**src/rtl/ps2_transmitter.sv**
```systemverilog
// ps2_transmitter: host-to-device PS/2 command transmitter.
//   Runs inhibit -> start -> 8 data bits (LSB first) -> odd parity -> stop
//   -> device ACK on open-drain kclk/kdata, with a frame timeout.
// Ports:
//   clk, rst_n          system clock, synchronous active-low reset
//   tx_data, tx_valid   command byte and request (accepted when tx_ready)
//   tx_ready            high only in IDLE (returns the cycle after done/err)
//   kclk_in, kdata_in   raw PS/2 line levels (asynchronous)
//   kclk_oe, kdata_oe   1 = pull line low, 0 = release
//   busy                high whenever a frame is in progress
//   done, err           one-cycle result pulses (never together)
module ps2_transmitter #(
  parameter int unsigned INHIBIT_CYCLES = 10000,
  parameter int unsigned FILTER_CYCLES  = 19,
  parameter int unsigned TIMEOUT_CYCLES = 2000000
) (
  input  logic       clk,
  input  logic       rst_n,
  input  logic [7:0] tx_data,
  input  logic       tx_valid,
  output logic       tx_ready,
  input  logic       kclk_in,
  input  logic       kdata_in,
  output logic       kclk_oe,
  output logic       kdata_oe,
  output logic       busy,
  output logic       done,
  output logic       err
);

  localparam int unsigned INH_W = (INHIBIT_CYCLES < 2) ? 1 : $clog2(INHIBIT_CYCLES + 1);
  localparam int unsigned FLT_W = (FILTER_CYCLES < 2) ? 1 : $clog2(FILTER_CYCLES + 1);
  localparam int unsigned TMO_W = (TIMEOUT_CYCLES < 2) ? 1 : $clog2(TIMEOUT_CYCLES + 1);
  localparam int unsigned BIT_W = 4;

  localparam logic [INH_W-1:0] INH_LAST = INH_W'(INHIBIT_CYCLES - 1);
  localparam logic [INH_W-1:0] INH_PRE  = INH_W'(INHIBIT_CYCLES - 2);
  localparam logic [FLT_W-1:0] FLT_MAX  = FLT_W'(FILTER_CYCLES);
  localparam logic [TMO_W-1:0] TMO_LAST = TMO_W'(TIMEOUT_CYCLES - 1);
  localparam logic [BIT_W-1:0] BIT_LAST = BIT_W'(8);

  typedef enum logic [2:0] {
    IDLE,
    INHIBIT,
    SEND,
    STOP,
    ACK,
    WAIT_IDLE
  } state_e;

  // Line conditioning: index 0 = kclk, index 1 = kdata
  logic [1:0]       sync1_q, sync2_q;
  logic [1:0]       filt_q, filt_d;
  logic [FLT_W-1:0] fcnt_q [2];
  logic [FLT_W-1:0] fcnt_d [2];
  logic             kclk_dly_q;
  logic             fall_c;

  // Frame control
  state_e           state_q, state_d;
  logic [8:0]       sr_q, sr_d;
  logic [BIT_W-1:0] bitcnt_q, bitcnt_d;
  logic [INH_W-1:0] inh_cnt_q, inh_cnt_d;
  logic [TMO_W-1:0] tmo_cnt_q, tmo_cnt_d;
  logic             kclk_oe_q, kclk_oe_d;
  logic             kdata_oe_q, kdata_oe_d;
  logic             done_q, done_d;
  logic             err_q, err_d;
  logic             tx_ready_q, tx_ready_d;
  logic             busy_q, busy_d;
  logic             active_c;
  logic             timeout_c;

  // Two-flop synchronizers and filter registers
  always_ff @(posedge clk) begin
    if (!rst_n) begin
      sync1_q    <= 2'b11;
      sync2_q    <= 2'b11;
      filt_q     <= 2'b11;
      fcnt_q[0]  <= '0;
      fcnt_q[1]  <= '0;
      kclk_dly_q <= 1'b1;
    end else begin
      sync1_q    <= {kdata_in, kclk_in};
      sync2_q    <= sync1_q;
      filt_q     <= filt_d;
      fcnt_q[0]  <= fcnt_d[0];
      fcnt_q[1]  <= fcnt_d[1];
      kclk_dly_q <= filt_q[0];
    end
  end

  // Filter: adopt the synced level after FILTER_CYCLES+1 consecutive differing samples
  always_comb begin
    filt_d = filt_q;
    for (int i = 0; i < 2; i++) begin
      fcnt_d[i] = '0;
      if (sync2_q[i] != filt_q[i]) begin
        if (fcnt_q[i] == FLT_MAX) begin
          filt_d[i] = sync2_q[i];
        end else begin
          fcnt_d[i] = fcnt_q[i] + FLT_W'(1);
        end
      end
    end
  end

  assign fall_c = kclk_dly_q & ~filt_q[0];

  // FSM state and datapath registers
  always_ff @(posedge clk) begin
    if (!rst_n) begin
      state_q    <= IDLE;
      sr_q       <= '0;
      bitcnt_q   <= '0;
      inh_cnt_q  <= '0;
      tmo_cnt_q  <= '0;
      kclk_oe_q  <= 1'b0;
      kdata_oe_q <= 1'b0;
      done_q     <= 1'b0;
      err_q      <= 1'b0;
      tx_ready_q <= 1'b1;
      busy_q     <= 1'b0;
    end else begin
      state_q    <= state_d;
      sr_q       <= sr_d;
      bitcnt_q   <= bitcnt_d;
      inh_cnt_q  <= inh_cnt_d;
      tmo_cnt_q  <= tmo_cnt_d;
      kclk_oe_q  <= kclk_oe_d;
      kdata_oe_q <= kdata_oe_d;
      done_q     <= done_d;
      err_q      <= err_d;
      tx_ready_q <= tx_ready_d;
      busy_q     <= busy_d;
    end
  end

  // Device-clocked phase: the timeout window runs from clock release to the end
  assign active_c  = (state_q == SEND) || (state_q == STOP) ||
                     (state_q == ACK)  || (state_q == WAIT_IDLE);
  assign timeout_c = active_c && (tmo_cnt_q == TMO_LAST);

  // Next-state and line-drive logic
  always_comb begin
    state_d    = state_q;
    sr_d       = sr_q;
    bitcnt_d   = bitcnt_q;
    inh_cnt_d  = inh_cnt_q;
    tmo_cnt_d  = tmo_cnt_q;
    kclk_oe_d  = kclk_oe_q;
    kdata_oe_d = kdata_oe_q;
    done_d     = 1'b0;
    err_d      = 1'b0;

    if (active_c) begin
      tmo_cnt_d = tmo_cnt_q + TMO_W'(1);
    end

    if (timeout_c) begin
      // Timeout takes priority over any edge seen in the same cycle
      kclk_oe_d  = 1'b0;
      kdata_oe_d = 1'b0;
      err_d      = 1'b1;
      state_d    = IDLE;
    end else begin
      unique case (state_q)
        IDLE: begin
          kclk_oe_d  = 1'b0;
          kdata_oe_d = 1'b0;
          if (tx_valid && tx_ready_q) begin
            sr_d      = {~^tx_data, tx_data};
            bitcnt_d  = '0;
            inh_cnt_d = '0;
            kclk_oe_d = 1'b1;
            state_d   = INHIBIT;
          end
        end

        INHIBIT: begin
          // Clock is ours here, so falls are ignored
          inh_cnt_d = inh_cnt_q + INH_W'(1);
          if (inh_cnt_q == INH_PRE) begin
            kdata_oe_d = 1'b1;
          end
          if (inh_cnt_q == INH_LAST) begin
            kclk_oe_d  = 1'b0;
            kdata_oe_d = 1'b1;
            tmo_cnt_d  = '0;
            state_d    = SEND;
          end
        end

        SEND: begin
          if (fall_c) begin
            kdata_oe_d = ~sr_q[0];
            sr_d       = {1'b0, sr_q[8:1]};
            bitcnt_d   = bitcnt_q + BIT_W'(1);
            if (bitcnt_q == BIT_LAST) begin
              state_d = STOP;
            end
          end
        end

        STOP: begin
          if (fall_c) begin
            kdata_oe_d = 1'b0;
            state_d    = ACK;
          end
        end

        ACK: begin
          if (fall_c) begin
            if (!filt_q[1]) begin
              state_d = WAIT_IDLE;
            end else begin
              err_d   = 1'b1;
              state_d = IDLE;
            end
          end
        end

        WAIT_IDLE: begin
          if (filt_q == 2'b11) begin
            done_d  = 1'b1;
            state_d = IDLE;
          end
        end

        default: begin
          kclk_oe_d  = 1'b0;
          kdata_oe_d = 1'b0;
          state_d    = IDLE;
        end
      endcase
    end

    // tx_ready reopens one cycle after the result pulse
    tx_ready_d = (state_d == IDLE) && !done_d && !err_d;
    busy_d     = (state_d != IDLE);
  end

  assign tx_ready = tx_ready_q;
  assign busy     = busy_q;
  assign kclk_oe  = kclk_oe_q;
  assign kdata_oe = kdata_oe_q;
  assign done     = done_q;
  assign err      = err_q;

endmodule

```
**config.mk**
```make
export PLATFORM = sky130hd
export DESIGN_NAME = ps2_transmitter
export DESIGN_NICKNAME = d
export VERILOG_FILES = /design/src/rtl/ps2_transmitter.sv
export SDC_FILE = /design/constraint.sdc
export NUM_CORES = 1
export LEC_CHECK = 0
export CORE_AREA = 3 3 107 78
export DETAILED_ROUTE_END_ITERATION = 16
export DIE_AREA = 0 0 110 81
export GPL_TIMING_DRIVEN = 0
export PLACE_DENSITY_LB_ADDON = 0.08
export SYNTH_ARGS = -nofsm -noshare
export SYNTH_HDL_FRONTEND = slang
export SYNTH_SLANG_ARGS = --single-unit
export TNS_END_PERCENT = 100
```
**constraint.sdc**
```tcl
create_clock -name clk -period 1.6 [get_ports clk]
set_input_delay 0.32 -clock clk [delete_from_list [all_inputs] [get_ports clk]]
set_output_delay 0.32 -clock clk [all_outputs]
set_load 0.01 [all_outputs]
```
==> flow_metrics.env <==
export IMPL_clk_latency_ns=0.36
export IMPL_postRouteAntennaNets=0
export IMPL_cp_cell_sequence="buf_8, nor3b_4, inv_1, or3_4, nand2_8, buf_6, nor2_1"
export IMPL_io_buffers=17
export IMPL_post_place_cells=504
export IMPL_r2r_end="tmo_cnt_q[9]"
export IMPL_maxSlewHeadroom_pct=60.1
export IMPL_synth_top_area_share_pct=42.9
export IMPL_cts_sinks=74
export IMPL_die_y_um=81
export IMPL_post_route_min_period_ns=1.64
export IMPL_rsz0062_at_grt="true"
export IMPL_dr_total_vias=2762
export IMPL_drc=0
export IMPL_required_ns=1.85
export IMPL_power_leakage_uw=0.00173
export IMPL_cts_max_level=3
export IMPL_maxCapViolations=0
export IMPL_stdcell_count=536
export IMPL_antenna_found_initial=0
export IMPL_clock_path_buffers=2
export IMPL_hold_end="sync2_q[1]"
export IMPL_synth_edff_count=0
export IMPL_synth_area_top_cells="dfxtp_1, xor2_1, nor2_1"
export IMPL_io_pins=19
export IMPL_violations="setup timing"
export IMPL_power_total_uw=3740
export IMPL_whs_ns=0.399
export IMPL_hold_start="rst_n"
export IMPL_max_stage_delay_ns=0.41
export IMPL_min_path_type="input port to flip-flop"
export IMPL_rr_worst_depth=7
export IMPL_tightest_slew_ns=0.599
export IMPL_worstReg2RegStart="state_q[2]"
export IMPL_cts_root_buf="clkbuf_8"
export IMPL_netlist_area_um2=3450
export IMPL_syn_to_final_growth_pct=27.6
export IMPL_drive_gt1_share_pct=21.0
export IMPL_die_w_um=110
export IMPL_cp_max_fo=8
export IMPL_n_antenna_cell=0
export IMPL_path_class="flip-flop to flip-flop"
export IMPL_synth_top_area_cell="dfxtp_1"
export IMPL_cts_tree="yes"
export IMPL_crit_buf_inv=3
export IMPL_critical_path_top_delay_family="simple AND/OR/NAND/NOR gates"
export IMPL_yosysUniqueCellTypes=47
export IMPL_cts_made_buffers=9
export IMPL_finalHoldViolCount=0
export IMPL_viasPerCell=5.15
export IMPL_firstDrtPassIters=4
export IMPL_start_util_pct=47.1
export IMPL_reg2reg_setup_slack_ns=-0.04
export IMPL_gp_congestion=0.785
export IMPL_layout_setup_ws_ns=-0.0385
export IMPL_dpl_hpwl_um=5010
export IMPL_routedWlPerCell_um=14.0
export IMPL_drv_slew=0
export IMPL_path_depth=7
export IMPL_grt_max_degree=12
export IMPL_arrival_ns=1.89
export IMPL_synth_flop_cell="dfxtp_1"
export IMPL_synth_seq_cells=74
export IMPL_drt_iter0_drc=157
export IMPL_syn_nets=409
export IMPL_startpoint_type="flip-flop"
export IMPL_yosys_warnings=0
export IMPL_syn_inst=389
export IMPL_path_clk_slew_ns=0.08
export IMPL_nNetsFinal=453
export IMPL_setup_viol=23
export IMPL_grt_pass1_wl_um=12900
export IMPL_grt_ovfl_total=0
export IMPL_fmax_mhz=610
export IMPL_dieArea_um2=8910
export IMPL_postSynthAreaPerCell_um2=8.87
export IMPL_totalWireLength_um=7490
export IMPL_ys_seq_area_share_pct=42.9
export IMPL_grt_pass1_vias=2735
export IMPL_endpoint_kind="flip-flop"
export IMPL_pwr_density_cell_nw_per_um2=850
export IMPL_fp_row_count=26
export IMPL_synth_most_common_cell="dfxtp_1"
export IMPL_status="finished with violations"
export IMPL_min_period_over_period_pct=102
export IMPL_hold_depth=2
export IMPL_slowest_stage="or3_4"
export IMPL_design_core_area_um2=7320
export IMPL_skew_ns=0.0107
export IMPL_grtUsageTotal_pct=18.7
export IMPL_async_flop_share_pct=0
export IMPL_peakVddDrop_mv=0.518
export IMPL_netlist_top_cells_count="dfxtp_1, nor2_1, nand2_1, xor2_1, nand3_1"
## worst register-to-register path, stage by stage (launching register included)
cell	delay [ns]
dfxtp_4	0.38
buf_8	0.14
nor3b_4	0.23
inv_1	0.08
or3_4	0.41
nand2_8	0.11
buf_6	0.13
nor2_1	0.05
## kinds of logic after synthesis
family	after synthesis	synth area share [%]
AO/OA/AOI/OAI	38	7.76
XOR/XNOR	49	12.7
adder cells (fa/ha/maj)	7	2.54
buffers and inverters	23	2.90
flip-flops	74	42.9
multiplexers	12	3.52
AND/OR/NAND/NOR	186	27.7
## per-layer routing
metal / up-vias / wire, um / GRT usage, % / part of all wire, %
li1: 1425 / - / - / -
met1: 1298 / 4070 / 26.4 / 54
met2: 28 / 3060 / 26.8 / 41
met3: 11 / 253 / 6.04 / 3.4
met4: 0 / 106 / 6.48 / 1.4
met5: - / 0 / 0 / 0
## sequential cells by signal, indices dropped and copies added, names as in the netlist
signal      flops
state_q         3
kclk_dly_q      1
busy            1
sr_q            9
filt_q          2
kdata_oe        1
sync2_q         2
bitcnt_q        4
tx_ready        1
err             1
kclk_oe         1
inh_cnt_q      14
sync1_q         2
tmo_cnt_q      21
fcnt_q         10
done            1
## power by group
group          switching (uW)  total (uW)  internal, uW
combinational             181         354           174
sequential               38.6        1920          1880
clock                     664        1470           806
## placed cells by master, fill, tap and decap left out, types with 11 or more instances in the layout
cell	n
mux2i_1	11
nand3_1	21
nor2_1	55
clkbuf_8	11
nand2_1	38
buf_4	13
xor2_1	30
nand4_1	14
clkdlybuf4s50_1	14
xnor2_1	16
dfxtp_1	59
## stage by stage
step	TNS [ns]	area (um2)	setup WS, ns	utilization (%)
floorplan	-0.0425	3490	-0.0379	-
global placement	-16.53	3780	-0.519	51.7
detailed placement	-16.53	3780	-0.529	51.7
CTS	-0.875	4190	-0.0569	57.3
global route	-3.44	4400	-0.105	60.2
finish	-0.668	4400	-0.0385	60.2
## final cells by class
class	count	area, um2
flip-flops and latches	74	1520
repair buffers	34	309
multi-input cells	292	2110
plain buffers	12	110
well taps	98	123
fillers	645	2920
clock inverters	2	35.0
inverters	10	37.5
clock buffers	14	163
## worst max-delay path by stage
| stage | from | endpoint | slack, ns |
|---|---|---|---|
| 3_3_place_gp | tx_valid | inh_cnt_q[12] | -0.52 |
| 6_report | state_q[2] | tmo_cnt_q[9] | -0.04 |
| 4_1_cts | state_q[1] | tmo_cnt_q[19] | -0.06 |
| 2_1_floorplan | state_q[2] | bitcnt_q[3] | -0.04 |
| 3_5_place_dp | tx_valid | inh_cnt_q[6] | -0.53 |
| 5_1_grt | state_q[2] | tmo_cnt_q[19] | -0.11 |
## what timing repair did
item                       CTS  global route
buffers inserted             9             5
cloned                       2             1
pin swaps                   13            21
resized for setup           48            44
hold buffers                 0             0
setup endpoints to repair   56            52
Note: power is estimated with default switching activity, not from simulation.
